$ cat config.mk
export PLATFORM = sky130hd
export DESIGN_NAME = pla_seq_eval
export DESIGN_NICKNAME = d
export VERILOG_FILES = /design/src/rtl/pla_seq_eval.sv
export SDC_FILE = /design/constraint.sdc
export NUM_CORES = 1
export LEC_CHECK = 0
export ABC_CLOCK_PERIOD_IN_PS = 7010
export CELL_PAD_IN_SITES_DETAIL_PLACEMENT = 1
export CELL_PAD_IN_SITES_GLOBAL_PLACEMENT = 1
export CORE_MARGIN = 2
export CORE_UTILIZATION = 35
export CTS_CLUSTER_DIAMETER = 100
export DETAILED_ROUTE_END_ITERATION = 8
export PLACE_DENSITY = 0.65
export SLEW_MARGIN = 20
export SYNTH_ARGS = -nofsm -noshare
export SYNTH_HDL_FRONTEND = slang
export SYNTH_SLANG_ARGS = --single-unit
$ cat constraint.sdc
create_clock -name clk -period 7.01 [get_ports clk]
set_input_delay 1.0515 -clock clk [delete_from_list [all_inputs] [get_ports clk]]
set_output_delay 1.0515 -clock clk [all_outputs]
set_load 0.02 [all_outputs]
$ cat src/rtl/pla_seq_eval.sv
// pla_seq_eval: run-time programmable sum-of-products evaluator.
// Cubes (mask/value/output plane) live in an unreset store; one cube is
// scanned per clock and its output bits are ORed into an accumulator.
//
// Handshakes: a transfer happens on a rising edge where valid and ready are
// both high. in_ready is high only in IDLE; out_valid is high only in HOLD,
// where out_y is stable until out_ready is seen. out_ready may be high early.
module pla_seq_eval #(
    parameter int N_IN       = 10,
    parameter int N_OUT      = 1,
    parameter int N_CUBES    = 64,
    parameter int EARLY_EXIT = 1,
    localparam int AW = (N_CUBES > 1) ? $clog2(N_CUBES) : 1,
    localparam int CW = $clog2(N_CUBES + 1)
) (
    input  logic              clk,
    input  logic              rst,
    input  logic              cfg_we,
    input  logic [AW-1:0]     cfg_addr,
    input  logic [N_IN-1:0]   cfg_mask,
    input  logic [N_IN-1:0]   cfg_val,
    input  logic [N_OUT-1:0]  cfg_out,
    input  logic              cfg_cnt_we,
    input  logic [CW-1:0]     cfg_cnt,
    output logic              cfg_err,
    input  logic              in_valid,
    output logic              in_ready,
    input  logic [N_IN-1:0]   in_x,
    output logic              out_valid,
    input  logic              out_ready,
    output logic [N_OUT-1:0]  out_y,
    output logic              busy,
    output logic [1:0]        dbg_state
);

    localparam logic [1:0] ST_IDLE = 2'd0;
    localparam logic [1:0] ST_SCAN = 2'd1;
    localparam logic [1:0] ST_HOLD = 2'd2;

    localparam logic [CW-1:0] MAX_CNT = CW'(N_CUBES);
    localparam logic [AW:0]   DEPTH   = (AW + 1)'(N_CUBES);

    logic [1:0]       state_q, state_d;
    logic [CW-1:0]    idx_q, idx_d;
    logic [CW-1:0]    cnt_q, cnt_d;
    logic [N_OUT-1:0] acc_q, acc_d;
    logic [N_IN-1:0]  x_q, x_d;
    logic             err_q, err_d;

    logic [N_IN-1:0]  mask_mem [N_CUBES];
    logic [N_IN-1:0]  val_mem  [N_CUBES];
    logic [N_OUT-1:0] out_mem  [N_CUBES];

    logic             idle;
    logic             addr_ok;
    logic             cube_wr;
    logic [CW-1:0]    cnt_clamped;
    logic [CW-1:0]    cnt_eff;
    logic [AW-1:0]    rd_idx;
    logic             cube_hit;
    logic [N_OUT-1:0] acc_scan;
    logic             last_cube;
    logic             ee_done;

    // Out-of-range addresses can only occur when the depth is not a power of two.
    generate
        if (N_CUBES == (1 << AW)) begin : g_addr_pow2
            assign addr_ok = 1'b1;
        end else begin : g_addr_chk
            assign addr_ok = ({1'b0, cfg_addr} < DEPTH);
        end
    endgenerate

    assign idle        = (state_q == ST_IDLE);
    assign cube_wr     = idle & cfg_we & addr_ok;
    assign cnt_clamped = (cfg_cnt > MAX_CNT) ? MAX_CNT : cfg_cnt;
    // A count written in the accept cycle already governs that transaction.
    assign cnt_eff     = (idle & cfg_cnt_we) ? cnt_clamped : cnt_q;

    assign rd_idx    = idx_q[AW-1:0];
    assign cube_hit  = (((x_q ^ val_mem[rd_idx]) & mask_mem[rd_idx]) == '0);
    assign acc_scan  = acc_q | (cube_hit ? out_mem[rd_idx] : '0);
    assign last_cube = (idx_q == (cnt_q - CW'(1)));
    assign ee_done   = (EARLY_EXIT != 0) && (&acc_scan);

    // Cube store: written only while idle, never reset (count guards it).
    always_ff @(posedge clk) begin
        if (cube_wr) begin
            mask_mem[cfg_addr] <= cfg_mask;
            val_mem[cfg_addr]  <= cfg_val;
            out_mem[cfg_addr]  <= cfg_out;
        end
    end

    // Next-state logic for the IDLE/SCAN/HOLD controller and config handling.
    always_comb begin
        state_d = state_q;
        idx_d   = idx_q;
        acc_d   = acc_q;
        x_d     = x_q;
        cnt_d   = (idle & cfg_cnt_we) ? cnt_clamped : cnt_q;
        err_d   = ((cfg_we | cfg_cnt_we) & ~idle) | (cfg_we & idle & ~addr_ok);
        case (state_q)
            ST_IDLE: begin
                if (in_valid) begin
                    x_d     = in_x;
                    acc_d   = '0;
                    idx_d   = '0;
                    state_d = (cnt_eff != '0) ? ST_SCAN : ST_HOLD;
                end
            end
            ST_SCAN: begin
                acc_d = acc_scan;
                idx_d = idx_q + CW'(1);
                if (last_cube || ee_done) begin
                    state_d = ST_HOLD;
                end
            end
            ST_HOLD: begin
                if (out_ready) begin
                    state_d = ST_IDLE;
                end
            end
            default: begin
                state_d = ST_IDLE;
            end
        endcase
    end

    // State registers with synchronous reset; reset aborts any transaction.
    always_ff @(posedge clk) begin
        if (rst) begin
            state_q <= ST_IDLE;
            idx_q   <= '0;
            cnt_q   <= '0;
            acc_q   <= '0;
            x_q     <= '0;
            err_q   <= 1'b0;
        end else begin
            state_q <= state_d;
            idx_q   <= idx_d;
            cnt_q   <= cnt_d;
            acc_q   <= acc_d;
            x_q     <= x_d;
            err_q   <= err_d;
        end
    end

    assign in_ready  = idle;
    assign out_valid = (state_q == ST_HOLD);
    assign out_y     = acc_q;
    assign busy      = ~idle;
    assign cfg_err   = err_q;
    assign dbg_state = state_q;

endmodule

After elaboration in Yosys (flattened, before gate mapping) --
Memory sizes are Yosys's and may differ from the RTL's. A register that Yosys moved wholly into a read port is not among the register bits. Index checks and enable logic that the tools add are counted.
Operators by class: $add $sub $neg 2, magnitude comparators 1, eq/ne operators 6, mux-type cells 20, bitwise gates (word level) 8, reduce and logical (&&, ||, !) cells 8
Operators with widths (count):
- 6-bit 2-to-1 mux | 6
- 7-bit 2-to-1 mux | 3
- 7-bit case mux with 2 select lines | 1
- 10-bit AND | 1
- 10-bit logical NOT | 1
- 10-bit XOR | 1
- 2-bit 2-to-1 mux | 4
- 7-bit by 1-bit adder with 7-bit output, second input constant | 1
- 7-bit equality test | 1
- 7-bit greater-than comparator, second input constant | 1
- 7-bit nonzero test | 1
- 7-bit by 1-bit subtractor with 7-bit output, second input constant | 1
- 2-bit case mux with 3 select lines | 1
- 1-bit 2-to-1 mux | 4
- 2-bit != test, second input constant | 2
- 2-bit AND reduction | 2
- 1-bit AND | 3
- 3-bit AND reduction | 1
- 2-bit by 1-bit equality test with 1-bit output, second input constant | 1
- 2-bit equality test, second input constant | 1
- 2-bit logical NOT | 1
- 2-bit by 1-bit != test with 1-bit output, second input constant | 1
- 1-bit OR | 2
- 1-bit case mux with 2 select lines | 1
- 3 further kinds | 3
Storage, ports and cells: flip-flop bits (word level) 28, RAM bits 1344, output and inout bits 7, logic and storage cells 54, memories 3
Memories:
- mask_mem | depth 64, bits a word 10, read ports 1, clocked after memory_dff 1, wr ports 1, RTL line 50 | logic [N_IN-1:0] mask_mem [N_CUBES];
- val_mem | depth 64, bits a word 10, read ports 1, clocked after memory_dff 1, wr ports 1, RTL line 51 | logic [N_IN-1:0] val_mem [N_CUBES];
- out_mem | depth 64, bits a word 1, read ports 1, clocked after memory_dff 1, wr ports 1, RTL line 52 | logic [N_OUT-1:0] out_mem [N_CUBES];

Depth between registers and ports, before layout --
depth in word-level cells 8, mapped depth 15, gate-level depth less buffers 9

Worst setup path after synthesis --
No wires, ideal clock.
path kind input -> register, start input port cfg_addr[4], end memory mask_mem[16][0], enable pin, setup time 0.399 ns, arrival 2.779 ns, data required time 6.611 ns, slack 3.832 ns, stages on the path 4, buffers on the path 2, cells stage by stage clkbuf_1 > or3b_2 > clkbuf_1 > nor2_1
RTL lines:
- from (decl) | RTL line 19 | input logic [AW-1:0] cfg_addr,
- to (decl) | RTL line 50
Straight into the memory's write port.

==> results.sh <==
export IMPL_status="complete, no violations"
export IMPL_final_util_pct=40.3
export IMPL_cpPeakStageDelay_ns=0.86
export IMPL_numClockSinks=1378
export IMPL_synth_cell_types=70
export IMPL_cts_resized_gates=0
export IMPL_routed_wl_um=157000
export IMPL_vias=27810
export IMPL_place_area_um2=57000
export IMPL_syn_inst=2580
export IMPL_drc=0
export IMPL_viasPerCell=5.68
export IMPL_final_area_um2=61400
export IMPL_async_flop_share_pct=0
export IMPL_p_per_area_nw_per_um2=297
export IMPL_fin_skew_ns=0.0359
export IMPL_grt_first_pass_wirelength_um=220000
export IMPL_areaGrowthSynthToFinish_pct=14.1
export IMPL_maxCapViolCount=0
export IMPL_synth_top_area_share_pct=75.1
export IMPL_synth_most_common_cell="edfxtp_1"
export IMPL_postCtsSetupBuffers=0
export IMPL_setup_violations_final=0
export IMPL_period_needed_ns=4.81
export IMPL_grt_ovfl_total=0
export IMPL_synth_flop_cell="edfxtp_1"
export IMPL_grt_pass1_vias=28909
export IMPL_nets=2806
export IMPL_period_share_pct=68.7
export IMPL_start_util_pct=35.3
export IMPL_worst_pin_slew_ns=1.12
export IMPL_clk_path_buf_depth=3
export IMPL_rows=143
export IMPL_path_class="reg2reg"
export IMPL_slew_viol_final=0
export IMPL_hold_buffers=0
export IMPL_arrival_ns=5.45
export IMPL_p_leak_nw=18.4
export IMPL_hold_violations=0
export IMPL_avgSynthCellArea_um2=20.8
export IMPL_tritoncts="built"
export IMPL_die_w_um=396
export IMPL_drive_gt1_share_pct=23.7
export IMPL_synthTopCellsByCount="edfxtp_1 (1,344), mux4_2 (269), mux2i_1 (175)"
export IMPL_antenna_found_initial=13
export IMPL_crit_buf_inv=2
export IMPL_cp_top_family="simple AND/OR/NAND/NOR gates"
export IMPL_num_io_pins=57
export IMPL_setup_tns_ns=0
export IMPL_htree_num_levels=4
export IMPL_synth_area_leaders="edfxtp_1 (75%), mux4_2 (11%), mux2i_1 (3.3%)"
export IMPL_antenna_left=0
export IMPL_grt_max_degree=65
export IMPL_fp_coreArea_um2=152000
export IMPL_synth_edff_count=1344
export IMPL_synth_ff_latch_count=1378
export IMPL_cp_end_kind="flip-flop"
export IMPL_worstPathRequired_ns=7.65
export IMPL_numCtsBuffers=140
export IMPL_wl_per_cell_um=32.1
export IMPL_grt_usage_pct=20.0
export IMPL_io_buffers=56
export IMPL_gp_congestion=0.797
export IMPL_firstDrtPassIters=5
export IMPL_seq_area_frac_synth_pct=76.3
export IMPL_drtIter0Drc=3802
export IMPL_crit_slowest_cell="nor2b_1"
export IMPL_crit_chain="buf_16 > buf_4 > nor2b_1 > a22oi_1 > a21oi_1 > nor4_1 > xnor2_1 > o2111ai_1 > nor4_2 > a211o_1 > a221oi_1"
export IMPL_synth_fp_nets=2632
export IMPL_insertion_delay_ns=0.80
export IMPL_peakVddDrop_uv=262
export IMPL_clock_fmax_mhz=208
export IMPL_cp_max_fo=28
export IMPL_fill_cells=14397
export IMPL_fp_dieH_um=396
export IMPL_path_clk_slew_ns=0.06
export IMPL_cp_start_kind="flip-flop"
export IMPL_die_area_um2=157000
export IMPL_syn_area_um2=53800
export IMPL_relSlewSlack_pct=25.2
export IMPL_hpwl_um=87000
export IMPL_yosysTopAreaCell="edfxtp_1"
export IMPL_hold_path_class="reg2reg"
export IMPL_yosys_warnings=0
export IMPL_cts_root_buf="clkbuf_16"
export IMPL_rsz0062_at_grt="no"
## cells by family (layout without fill, tap and decap cells)
kind of cell | after synthesis | in the layout | synth area share, %
adder cells (fa/ha/maj) | 2 | 2 | 0.0465
buffers and inverters | 147 | 428 | 1.69
XOR/XNOR | 19 | 19 | 0.310
multiplexers | 474 | 474 | 15.6
AND/OR/NAND/NOR | 315 | 315 | 2.77
flip-flops | 1378 | 1378 | 76.3
AO/OA/AOI/OAI | 245 | 245 | 3.26
other | 0 | 3 | 0
## layout make-up
| class | instances | area [µm²] | area share (%) |
|---|---|---|---|
| Timing Repair Buffer | 167 | 1430 | 2.34 |
| Sequential cell | 1378 | 41100 | 66.9 |
| Multi-Input combinational cell | 1055 | 12000 | 19.5 |
| Tap cell | 2030 | 2540 | 4.14 |
| Antenna cell | 3 | 7.51 | 0.0122 |
| Clock inverter | 74 | 548 | 0.893 |
| Inverter | 12 | 45.0 | 0.0734 |
| Clock buffer | 175 | 3740 | 6.10 |
## layer usage
layer	global-route usage [%]	share of wire, %	up-vias	wire length (µm)
met5	0	0.055	-	87
met4	5.97	2.5	16	3990
met3	5.36	9.5	254	15000
met2	31.4	47	1305	74100
met1	27.3	41	15134	64100
li1	-	-	11101	-
## worst min-delay path: cells and delay by family, from the launching register on
kind / cells / cell delay (ns)
DFF: 1 / 0.34
and+or+nand+nor: 1 / 0.07
AOI/OAI and AO/OA: 1 / 0.06
## stage by stage
stage	hold slack [ns]	instances	total power, mW	setup slack (ns)
global placement	0.494	4639	11.2	2.07
finish	0.522	4894	18.2	2.20
detailed placement	0.519	4639	11.2	2.04
floorplan	0.449	2580	10.6	3.83
CTS	0.524	4888	18.3	1.94
global route	0.544	4892	18.7	2.05
## worst paths after layout
kind,from,end,slack (ns),cells past startpoint
setup / recovery,flip-flop,dbg_state[0],2.20,11
hold / removal,cnt_q[6],cnt_q[6],0.52,2
setup reg to reg,flip-flop,dbg_state[0],2.20,11
hold reg to reg,cnt_q[6],cnt_q[6],0.52,2
## layout by cell type (no fill, tap or decap), types with 10 or more instances in the layout
cell	n
mux2i_1	175
dfxtp_1	29
mux2_2	15
nor2b_1	20
a221oi_1	25
nor2_2	62
inv_1	10
mux4_2	269
clkinv_1	36
edfxtp_1	1344
nand3_1	33
and2_1	12
xnor2_1	12
nand2_1	74
a22oi_1	81
a21oi_1	48
clkbuf_1	30
nor2_1	50
clkinv_2	17
buf_4	118
and3_1	11
clkbuf_16	145
mux4_1	15
clkdlybuf4s50_1	35
o21ai_0	20
a22o_1	14
## where the power goes
| group | switching [mW] | internal (mW) |
|---|---|---|
| clock | 3.14 | 4.03 |
| sequential | 0.115 | 9.12 |
| combinational | 1.01 | 0.802 |
| total | 4.27 | 14.0 |
## state kept, by name (all words and copies together), names as in the netlist, named ones only
register   flops
out_mem       64
cfg_err        1
cnt_q          7
dbg_state      2
val_mem      640
mask_mem     640
out_y          1
idx_q          7
x_q           10
Power figures use the tool's default switching activity.
==> variant 1: new RTL, same settings <==
Remove the register `err_q`: a continuous assignment takes its place, so the output `cfg_err` follows one clock earlier.
--- a/src/rtl/pla_seq_eval.sv
+++ b/src/rtl/pla_seq_eval.sv
@@ -135,16 +135,16 @@
             cnt_q   <= '0;
             acc_q   <= '0;
             x_q     <= '0;
-            err_q   <= 1'b0;
         end else begin
             state_q <= state_d;
             idx_q   <= idx_d;
             cnt_q   <= cnt_d;
             acc_q   <= acc_d;
             x_q     <= x_d;
-            err_q   <= err_d;
         end
     end
+
+    assign err_q = err_d;
 
     assign in_ready  = idle;
     assign out_valid = (state_q == ST_HOLD);
Function: changed (Yosys sat finds a counterexample within 4 cycles, from zero or initial values and one cycle with rst high).
==> variant 1 against the original RTL <==
- final area fell by 0.55%
- first-iteration DRC count fell by 9.7%
- sequential cell count fell by 1
- wire length fell by 1.2%
- utilization fell by 0.13 points
- clock skew fell by 0.018 ns
- critical path type unchanged
- synthesized area fell by 0.51%
- total power rose by 0.46%
- non-clock buffer count rose by 8
- sequential share of layout area rose by 0.34 points
- maximum frequency rose by 1.2%
- setup slack improved by 0.055 ns
- combinational power rose by 15%
==> variant 1: results (changes against the original RTL) <==
stage	metric	value	unit	change
status	outcome	finished, final reports clean		
finish	nets	2719		-3.1%
finish	share of post-route cells with drive strength above 1	0.265		+0.0285
critical_path	CP arrival	5.40	ns	-0.05 ns
finish	fill count	14400		-0.32%
sta	Post-Route Skew	0.0176	ns	-0.0183 ns
critical_path	critical-path maximum fanout	95		+240%
clock_tree	worst skew pair latency	0.74	ns	-0.06 ns
placed_design	dpl cells	4558		-1.7%
route	per-cell routed wire length	32.4	um	+0.83%
global_routing	initial antenna violation count	8		-5
placed_design	dpl hpwl	88.9	mm	+2.1%
finish	ANT cells	2		-1
finish	count of plain and timing-repair buffers	175		+4.8%
global_routing	first-pass GRT wire length	219	mm	-0.47%
clock_tree	cts bufs inserted	137		-2.1%
global_routing	All-Layer GR Usage	0.199		-0.000818
route	Vias	27100		-2.4%
finish	clock tree cell share of total cell area	0.0679		-0.00201
critical_path	R2R Setup Slk	2.25	ns	+0.05 ns
logic_synthesis	Synth Instances	2479		-3.9%
placed_design	pre-CTS WS	2.32	ns	+0.278 ns
sta	worst slew pin tran	1.18	ns	+0.0597 ns
finish	Non-clock buffering overhead	0.0230		-0.000321
critical_path	Worst path top cell family by delay	multiplexers		
route	1st-iter DRT viols	3435		-9.7%
logic_synthesis	Post-synth top cells	edfxtp_1, mux4_2, mux2i_1		
finish	sequential share of cell area	0.672		+0.00339
[variant 1: cells by family (layout without fill, tap and decap cells)]
| group | Yosys count | in the layout | synth area share |
|---|---|---|---|
| AO/OA/AOI/OAI | 188 | 188 | 0.0254 |
| XOR/XNOR | 19 | 19 | 0.00311 |
| adder cells (fa/ha/maj) | 2 | 2 | 0.000468 |
| buffers and inverters | 139 | 425 | 0.0150 |
| flip-flops | 1377 | 1377 | 0.767 |
| multiplexers | 451 | 451 | 0.162 |
| other | 0 | 2 | 0 |
| AND/OR/NAND/NOR | 303 | 303 | 0.0271 |
[variant 1: power by group]
part	switching (mW)	leakage (nW)	internal, mW
Sequential	0.132	12.4	9.12
Combinational	1.14	3.97	0.958
Clock	3.03	2.01	3.92
[variant 1: layer usage]
layer  GRT usage  part of all wire  up-vias
met3      0.0369             0.080      223
li1            -                 -    10800
met4      0.0671             0.030        4
met2       0.327              0.49     1281
met5           0           0.00015        -
met1       0.267              0.40    14800
==> variant 2: new RTL, same settings <==
Made on the original files. Change the parameter `N_IN` from 10 to 11.
--- a/src/rtl/pla_seq_eval.sv
+++ b/src/rtl/pla_seq_eval.sv
@@ -6,7 +6,7 @@
 // both high. in_ready is high only in IDLE; out_valid is high only in HOLD,
 // where out_y is stable until out_ready is seen. out_ready may be high early.
 module pla_seq_eval #(
-    parameter int N_IN       = 10,
+    parameter int N_IN       = 11,
     parameter int N_OUT      = 1,
     parameter int N_CUBES    = 64,
     parameter int EARLY_EXIT = 1,
Interface: changed (resized cfg_mask, cfg_val and in_x); port bits go from 57 to 60. No check against the original RTL was run, so the function may have changed too.
==> variant 2 against the original RTL <==
- wire length grew 1.8%
- final cell count grew 5.4%
- critical endpoint is now out_y
- synthesized area increased by 8.2%
- setup slack improved by 0.32 ns
- final area up 7.9%
- sequential cell count grew 129
- total power up 8.8%
- highest routed layer unchanged
- largest cell class unchanged
- clock power rose by 3.5%
==> variant 2: results (changes against the original RTL) <==
stage	metric	value	unit	change
route	Final Routed Wirelength	160	mm	+1.8%
critical_path	critical-path maximum fanout	49		+75%
logic_synthesis	Post-synth top cells	edfxtp_1, mux4_2, mux2i_1		
global_routing	initial antenna violation count	14		+1
finish	count of plain and timing-repair buffers	176		+5.4%
finish	sequential cell area	0.0449	mm2	+9.4%
finish	ANT cells	2		-1
finish	Inverters	5		-7
sta	max_slew headroom	0.253		+0.000720
floorplan	Die Area	0.169	mm2	+8.1%
finish	Top Registers	mask_mem x704, val_mem x704, out_mem x64		
status	outcome	finished, final reports clean		
power	sw frac	0.238		+0.00379
finish	nets	2919		+4.0%
power	clock share of power	0.374		-0.020
finish	clock buf count	179		+2.3%
global_routing	met3 global-route usage	0.0422		-0.0114
critical_path	Reg2Reg Depth	10		-1
finish	multi-input gate count	1028		-2.6%
critical_path	delay of the slowest critical-path stage	0.91	ns	+0.05 ns
logic_synthesis	sequential area share after synthesis	0.772		+0.00868
global_routing	GR Util met1	0.274		+0.00110
critical_path	R2R Setup Slk	2.52	ns	+0.32 ns
power	maximum VDD drop	0.000278	V	+6.2%
placed_design	Post-DP Area	0.0617	mm2	+8.4%
global_routing	M2 GR Usage	0.289		-0.0250
variant 2: changes by cell type in the layout (fill, tap and decap cells not counted), moves of 13 or more:
cell	delta
edfxtp_1	+128
mux4_2	+81
mux2i_1	-72
a221oi_1	-22
a22oi_1	+21
o22ai_1	+21
o21ai_0	-19
nand2_1	+15
buf_2	+14
nor2_1	-14
a22o_1	-13
variant 2: logic make-up after synthesis:
kind of cell | after synthesis | share of synthesized area
AOI/OAI and AO/OA | 228 | 0.0267
xor gates and xnor gates | 35 | 0.00527
adders and majority gates | 2 | 0.000430
buffers and inverters | 146 | 0.0147
DFF | 1507 | 0.772
muxes | 466 | 0.157
and+or+nand+nor | 297 | 0.0238
variant 2: metrics by stage:
stage	hold WS [ns]	total power, mW	cells	util
6_report	0.529	19.8	5159	0.401
5_1_grt	0.593	20.4	5157	0.401
4_1_cts	0.537	20.0	5155	0.401
3_5_place_dp	0.515	12.6	4903	0.374
3_3_place_gp	0.525	12.6	4903	0.374
2_1_floorplan	0.472	11.9	2681	-
